$ cat src/rtl/mux4_rr_arbiter.sv
// Round-robin scheduler for a shared 4:1 mux: registered selects, one-hot grant,
// and a hold-time quantum that preempts an owner while other sources are waiting.
module mux4_rr_arbiter #(
  parameter int unsigned QUANTUM = 4,
  parameter int unsigned CW      = 8
) (
  input  logic          clk,
  input  logic          rst_n,
  input  logic [3:0]    req,
  output logic          S1,
  output logic          S0,
  output logic [3:0]    gnt,
  output logic          valid,
  output logic [CW-1:0] hold_cnt
);

  // state    | meaning
  // ST_IDLE  | no owner; gnt=0, valid=0, selects hold their last value
  // ST_GRANT | owner drives the mux; hold_cnt counts its consecutive cycles
  localparam logic [0:0] ST_IDLE  = 1'b0;
  localparam logic [0:0] ST_GRANT = 1'b1;

  localparam logic [CW-1:0] QUANT   = CW'(QUANTUM);
  localparam logic [CW-1:0] HOLD_1  = CW'(1);

  logic [0:0]    state;
  logic [1:0]    owner;
  logic [1:0]    last;

  logic [0:0]    nxt_state;
  logic [1:0]    nxt_owner;
  logic [1:0]    nxt_last;
  logic [CW-1:0] nxt_hold;

  logic [1:0]    ref_idx;
  logic [3:0]    owner_oh;
  logic [3:0]    cand;
  logic [1:0]    probe;
  logic          win_found;
  logic [1:0]    win_idx;

  assign owner_oh = 4'b0001 << owner;
  assign ref_idx  = (state == ST_GRANT) ? owner : last;
  // The current owner never competes against itself for the next slot.
  assign cand     = (state == ST_GRANT) ? (req & ~owner_oh) : req;

  always_comb begin
    win_found = 1'b0;
    win_idx   = ref_idx;
    probe     = ref_idx;
    for (int i = 1; i <= 4; i++) begin
      probe = ref_idx + 2'(i);
      if (!win_found && cand[probe]) begin
        win_found = 1'b1;
        win_idx   = probe;
      end
    end
  end

  always_comb begin
    nxt_state = state;
    nxt_owner = owner;
    nxt_last  = last;
    nxt_hold  = hold_cnt;
    case (state)
      ST_IDLE: begin
        if (win_found) begin
          nxt_state = ST_GRANT;
          nxt_owner = win_idx;
          nxt_hold  = HOLD_1;
        end
      end
      ST_GRANT: begin
        if (!req[owner]) begin
          nxt_last = owner;
          if (win_found) begin
            nxt_owner = win_idx;
            nxt_hold  = HOLD_1;
          end else begin
            nxt_state = ST_IDLE;
            nxt_hold  = '0;
          end
        end else if (hold_cnt < QUANT) begin
          nxt_hold = hold_cnt + HOLD_1;
        end else if (win_found) begin
          nxt_last  = owner;
          nxt_owner = win_idx;
          nxt_hold  = HOLD_1;
        end
      end
      default: begin
        nxt_state = ST_IDLE;
        nxt_hold  = '0;
      end
    endcase
  end

  // Outputs are computed from next-state values so they are pure flops (glitch-free selects).
  always_ff @(posedge clk or negedge rst_n) begin
    if (!rst_n) begin
      state    <= ST_IDLE;
      owner    <= 2'd0;
      last     <= 2'd3;
      hold_cnt <= '0;
      gnt      <= 4'b0000;
      valid    <= 1'b0;
      S1       <= 1'b0;
      S0       <= 1'b0;
    end else begin
      state    <= nxt_state;
      owner    <= nxt_owner;
      last     <= nxt_last;
      hold_cnt <= nxt_hold;
      if (nxt_state == ST_GRANT) begin
        gnt   <= 4'b0001 << nxt_owner;
        valid <= 1'b1;
        S1    <= nxt_owner[1];
        S0    <= nxt_owner[0];
      end else begin
        gnt   <= 4'b0000;
        valid <= 1'b0;
      end
    end
  end

endmodule

$ cat config.mk
export PLATFORM = sky130hd
export DESIGN_NAME = mux4_rr_arbiter
export DESIGN_NICKNAME = d
export VERILOG_FILES = /design/src/rtl/mux4_rr_arbiter.sv
export SDC_FILE = /design/constraint.sdc
export NUM_CORES = 1
export LEC_CHECK = 0
export ABC_AREA = 1
export CAP_MARGIN = 40
export CORE_MARGIN = 4
export CORE_UTILIZATION = 56
export DETAILED_ROUTE_END_ITERATION = 10
export GPL_TIMING_DRIVEN = 0
export HOLD_SLACK_MARGIN = 0.1
export PLACE_DENSITY = 0.92
export SYNTH_ARGS = -nofsm -noshare
export SYNTH_HDL_FRONTEND = slang
export SYNTH_SLANG_ARGS = --single-unit
$ cat constraint.sdc
create_clock -name clk -period 5.4 [get_ports clk]
set_input_delay 1.62 -clock clk [delete_from_list [all_inputs] [get_ports clk]]
set_output_delay 1.62 -clock clk [all_outputs]
set_load 0.01 [all_outputs]
# After elaboration in Yosys (flattened, before gate mapping)
# Cells that the tools add are included.
# word_totals
inputBits	6
elab_cells	69
out_inout_bits	15
register_bits	20
# op_classes
n_eq_ne	2
n_mux	37
bitwise_logic	3
n_shift	2
reduce_logical	7
order_cmp	6
n_addsub	4
# ops
op	n
8-bit 2-to-1 mux	3
2-bit 2-to-1 mux	11
8-bit case mux with 2 select lines	1
2-bit by 3-bit less-than comparator with 1-bit output (second input constant)	5
1-bit 2-to-1 mux	13
1-bit binary-select mux with 2-bit select	5
8-bit by 1-bit adder with 8-bit output (second input constant)	1
8-bit by 3-bit less-than comparator with 1-bit output (second input constant)	1
4-bit 2-to-1 mux	2
1-bit by 2-bit << shifter with 4-bit output (first input constant)	2
2-bit adder (second input constant)	2
4-bit AND	1
2-bit inequality test (second input constant)	2
4-bit NOT	1
2-bit case mux with 2 select lines	1
1-bit logical AND	3
1-bit zero test	3
3-bit AND reduction	1
2-bit by 1-bit adder with 2-bit output (second input constant)	1
1-bit case mux with 2 select lines	1
1-bit NOT	1

# Logic depth before layout (Yosys ltp)
# logic_depth
ltp_word	22
depth_mapped	16

# Worst setup path before layout
# Ideal clock, no wire load.
# synth_path
path_kind	input port to flip-flop
start	input port req[0]
end	register gnt[1]
n_path_buf	0
cell_stages	11
required_ns	5.281
setup_ns	0.119
setup_slack_ns	2.635
arrival_ns	2.645
cell_sequence	inv_1 > o21ai_0 > nand2_1 > nor2_1 > nand2_1 > inv_1 > nor2_1 > nand2_1 > nand2_1 > inv_1 > nor2_1
# synth_between
elab_chain_len	20
# synth_rtl
element	line_no	rtl
start, declared	9	input logic [3:0] req,
4-bit AND	45	assign cand = (state == ST_GRANT) ? (req & ~owner_oh) : req;
4-bit 2-to-1 mux	45	
1-bit binary-select mux with 2-bit select	53	if (!win_found && cand[probe]) begin
1-bit 2-to-1 mux (implied by the code)	53	
1-bit 2-to-1 mux	53	
1-bit zero test	53	
1-bit logical AND	53	
1-bit 2-to-1 mux	53	
[... 5 more ...]	--	
2-bit 2-to-1 mux / 1-bit 2-to-1 mux (equally long branches)	53	
2-bit 2-to-1 mux	67, 76, 85	
2-bit 2-to-1 mux	83	end else if (hold_cnt < QUANT) begin
2-bit 2-to-1 mux	74	if (!req[owner]) begin
2-bit case mux with 2 select lines (*)	65	case (state)
via nxt_owner[1]	31	logic [1:0] nxt_owner;
1-bit by 2-bit << shifter with 4-bit output (*)	115	gnt <= 4'b0001 << nxt_owner;
4-bit 2-to-1 mux (*)	114	if (nxt_state == ST_GRANT) begin
end signal, assigned	115	
end, declared	12	output logic [3:0] gnt,
# The timed path passes the listed nets; every way through them passes the cells marked *. The select of a mux whose other input is x is not followed.
# A chain may end at the register's enable or synchronous reset.

# Worst setup path after layout
# Same ends and word-level chain as after synthesis.

==> impl_metrics.toml <==
[clocking]
ctsLongestPathBuffers = 2
cts_tree = "built"
clk_latency_ps = 290
htree_levels = 1
cts-root-buf = "clkbuf_4"
holdBufCountCts = 0
cts_setup_buffers = 0
cts_sinks = 19
cts-buffers-inserted = 3
post_cts_resized = 0
clk_pin_slew_ps = 100

[place]
post-dp-hpwl_um = 2110
dp.cells = 208
portBuffers = 20
place_congestion = 0.828

[detailed_routing]
drcViolationCount = 0
num_vias = 1105
wirelength_um = 2680
drt_iter0_drc = 25
dr.pass1.iters = 5
viasPerCell = 5.21
ant_nets = 0
wire_per_inst_um = 12.7

[cells_and_area]
fin_nets = 193
drive_gt1_share_pct = 22.2
finalNonFillerCells = 212
syn2layout_area_growth_pct = 21.6
diodes = 0

[critical_path]
rr_endpoint = "gnt[1]"
cp_data_required_time_ps = 5580
r2r-start = "owner[0]"
setup.worst_path.end = "gnt[1]"
reg2regPathDepth = 11
end_kind = "flip-flop"
crit_start = "req[0]"
crit_path_max_fanout = 4
start_kind = "primary input"
worst_ep_arrival_time_ps = 3570
worstSetupPathType = "primary input to flip-flop"
r2r_slack_ps = 3370

[timing]
worst_pin_slew_ps = 793
slew_headroom_pct = 47.0
period_share_pct = 62.7
fin_crit_ps = 3390
finClkSkew_ps = 5.51
tns_ps = 0
rsz0062_at_grt = "false"
setup_violations = 0
hold_viol = 0
fmax_mhz = 295
drv_slew = 0

[min_path]
hold_path.class = "flip-flop to flip-flop"

[global_route]
grt_start_max_net_pins = 20
grt_pass1_wl_um = 4680
grt-ovfl-total = 0
grt_usage_pct = 21.6
grt_pass1_vias = 1143
antenna_found_initial = 0

[logic_synthesis]
ys_warn_count = 0
post-synth-top-area-cell = "dfrtp_1"
synth_top_area_share_pct = 35.3
syn-num-nets = 168
synth-edff-count = 0
syn_area_mm2 = 0.00121
synth.avg_cell_area_um2 = 7.49
synthCells = 161
async_flop_share_pct = 100
yosysUniqueCellTypes = 27
synth_common_cells = "52 x nand2_1, 17 x dfrtp_1, 17 x nand3_1, 15 x inv_1, 11 x nand2_2"
synth_flop_cell = "dfrtp_1"
yosysMostFrequentCell = "nand2_1"
yosys-top-cells-area = "dfrtp_1 35%, nand2_1 16%, nand3_1 7.1%"
ys_seq_area_share_pct = 39.6
ys_ff_latch = 19

[power]
p_seq_share_pct = 23.5
p_sw_uw = 509
ir_worst_vdd_uv = 509
p_sw_share_pct = 50.8
power.leakage_uw = 0.000728
intPower_uw = 492
p_per_area_mw_per_mm2 = 682
p_comb_share_pct = 69.7
clockPowerShare_pct = 6.8

[run_status]
outcome = "completed"

[die]
start_util_pct = 60.3
die_w_um = 54.4
dieArea_mm2 = 0.00296
die_h_um = 54.4
core_area_mm2 = 0.00200
ioPinCount = 21
std_cell_rows = 16

[flow_run]
cap_violations = 0
cell families (layout without fill, tap and decap cells):
| group | after synthesis | after routing | share of synthesized area [%] |
|---|---|---|---|
| adder cells (fa/ha/maj) | 1 | 1 | 1.04 |
| AO/OA/AOI/OAI | 11 | 11 | 5.81 |
| flip-flops | 19 | 19 | 39.6 |
| buffers and inverters | 23 | 47 | 9.02 |
| AND/OR/NAND/NOR | 107 | 107 | 44.5 |
power by group through the flow:
stage               Combinational (µW)  Clock [µW]  Sequential (µW)
finish                             698        68.4              235
global route                       786        74.4              241
CTS                                698        70.2              234
detailed placement                 693           0              237
global placement                   659           0              233
floorplan                          510           0              246
layout by cell type (no fill, tap or decap), types with 2 or more instances in the layout:
cell type,Yosys,layout
nand2_1,52,52
nand4_1,2,2
nand3_1,17,17
dfstp_2,2,2
a21oi_1,3,3
clkbuf_4,0,3
nand2_4,4,4
inv_2,5,5
nand2_2,11,11
buf_6,2,2
dfrtp_1,17,17
inv_1,15,15
o21ai_0,3,3
nor2_2,7,7
nor2_1,7,7
nand3_2,2,2
clkdlybuf4s50_1,0,20
how the worst min path moves through the flow:
stage / slack [ps] / to / depth (start not counted) / from
finish: 490 / S1 / 2 / S1
global route: 540 / S1 / 2 / S1
CTS: 500 / S1 / 2 / S1
detailed placement: 470 / S0 / 2 / S0
global placement: 470 / S0 / 2 / S0
floorplan: 470 / last[1] / 2 / last[1]
critical path, cell delays in order:
cell	delay [ps]
clkdlybuf4s50_1	490
inv_1	60
o21ai_0	430
nand2_1	170
nor2_1	130
nand2_1	130
inv_1	160
nor2_1	60
nand2_1	90
nand2_1	90
inv_1	90
nor2_1	50
flip-flops by register name, indices dropped and copies added (netlist names):
signal and flops:
hold_cnt 8, S0 1, S1 1, last 2, owner 2, state 1
gnt 4
per-stage QoR:
stage	instance area, µm²	power (µW)	setup slack [ps]	util (%)	hold WS [ps]
floorplan	1210	756	2640	-	474
global placement	1440	892	1930	71.9	467
detailed placement	1440	930	1750	71.9	471
CTS	1470	1000	2040	73.3	503
global route	1470	1100	1780	73.3	539
finish	1470	1000	2010	73.3	494
area by class of cell:
| cell class | instances | area, µm² |
|---|---|---|
| plain buffers | 2 | 22.5 |
| clock buffers | 4 | 26.3 |
| fillers | 175 | 536 |
| inverters | 21 | 86.3 |
| multi-input cells | 119 | 619 |
| flip-flops and latches | 19 | 478 |
| well taps | 27 | 33.8 |
| repair buffers | 20 | 200 |
per-layer routing:
layer	wire [µm]	share of wire, %	vias up	global-route usage (%)
met5	0	0	-	0
met4	63	2.3	0	9.54
met3	70	2.6	9	2.18
met2	1440	54	19	40.4
met1	1110	41	525	24.5
li1	-	-	552	-
(Power assumes the default switching activity.)
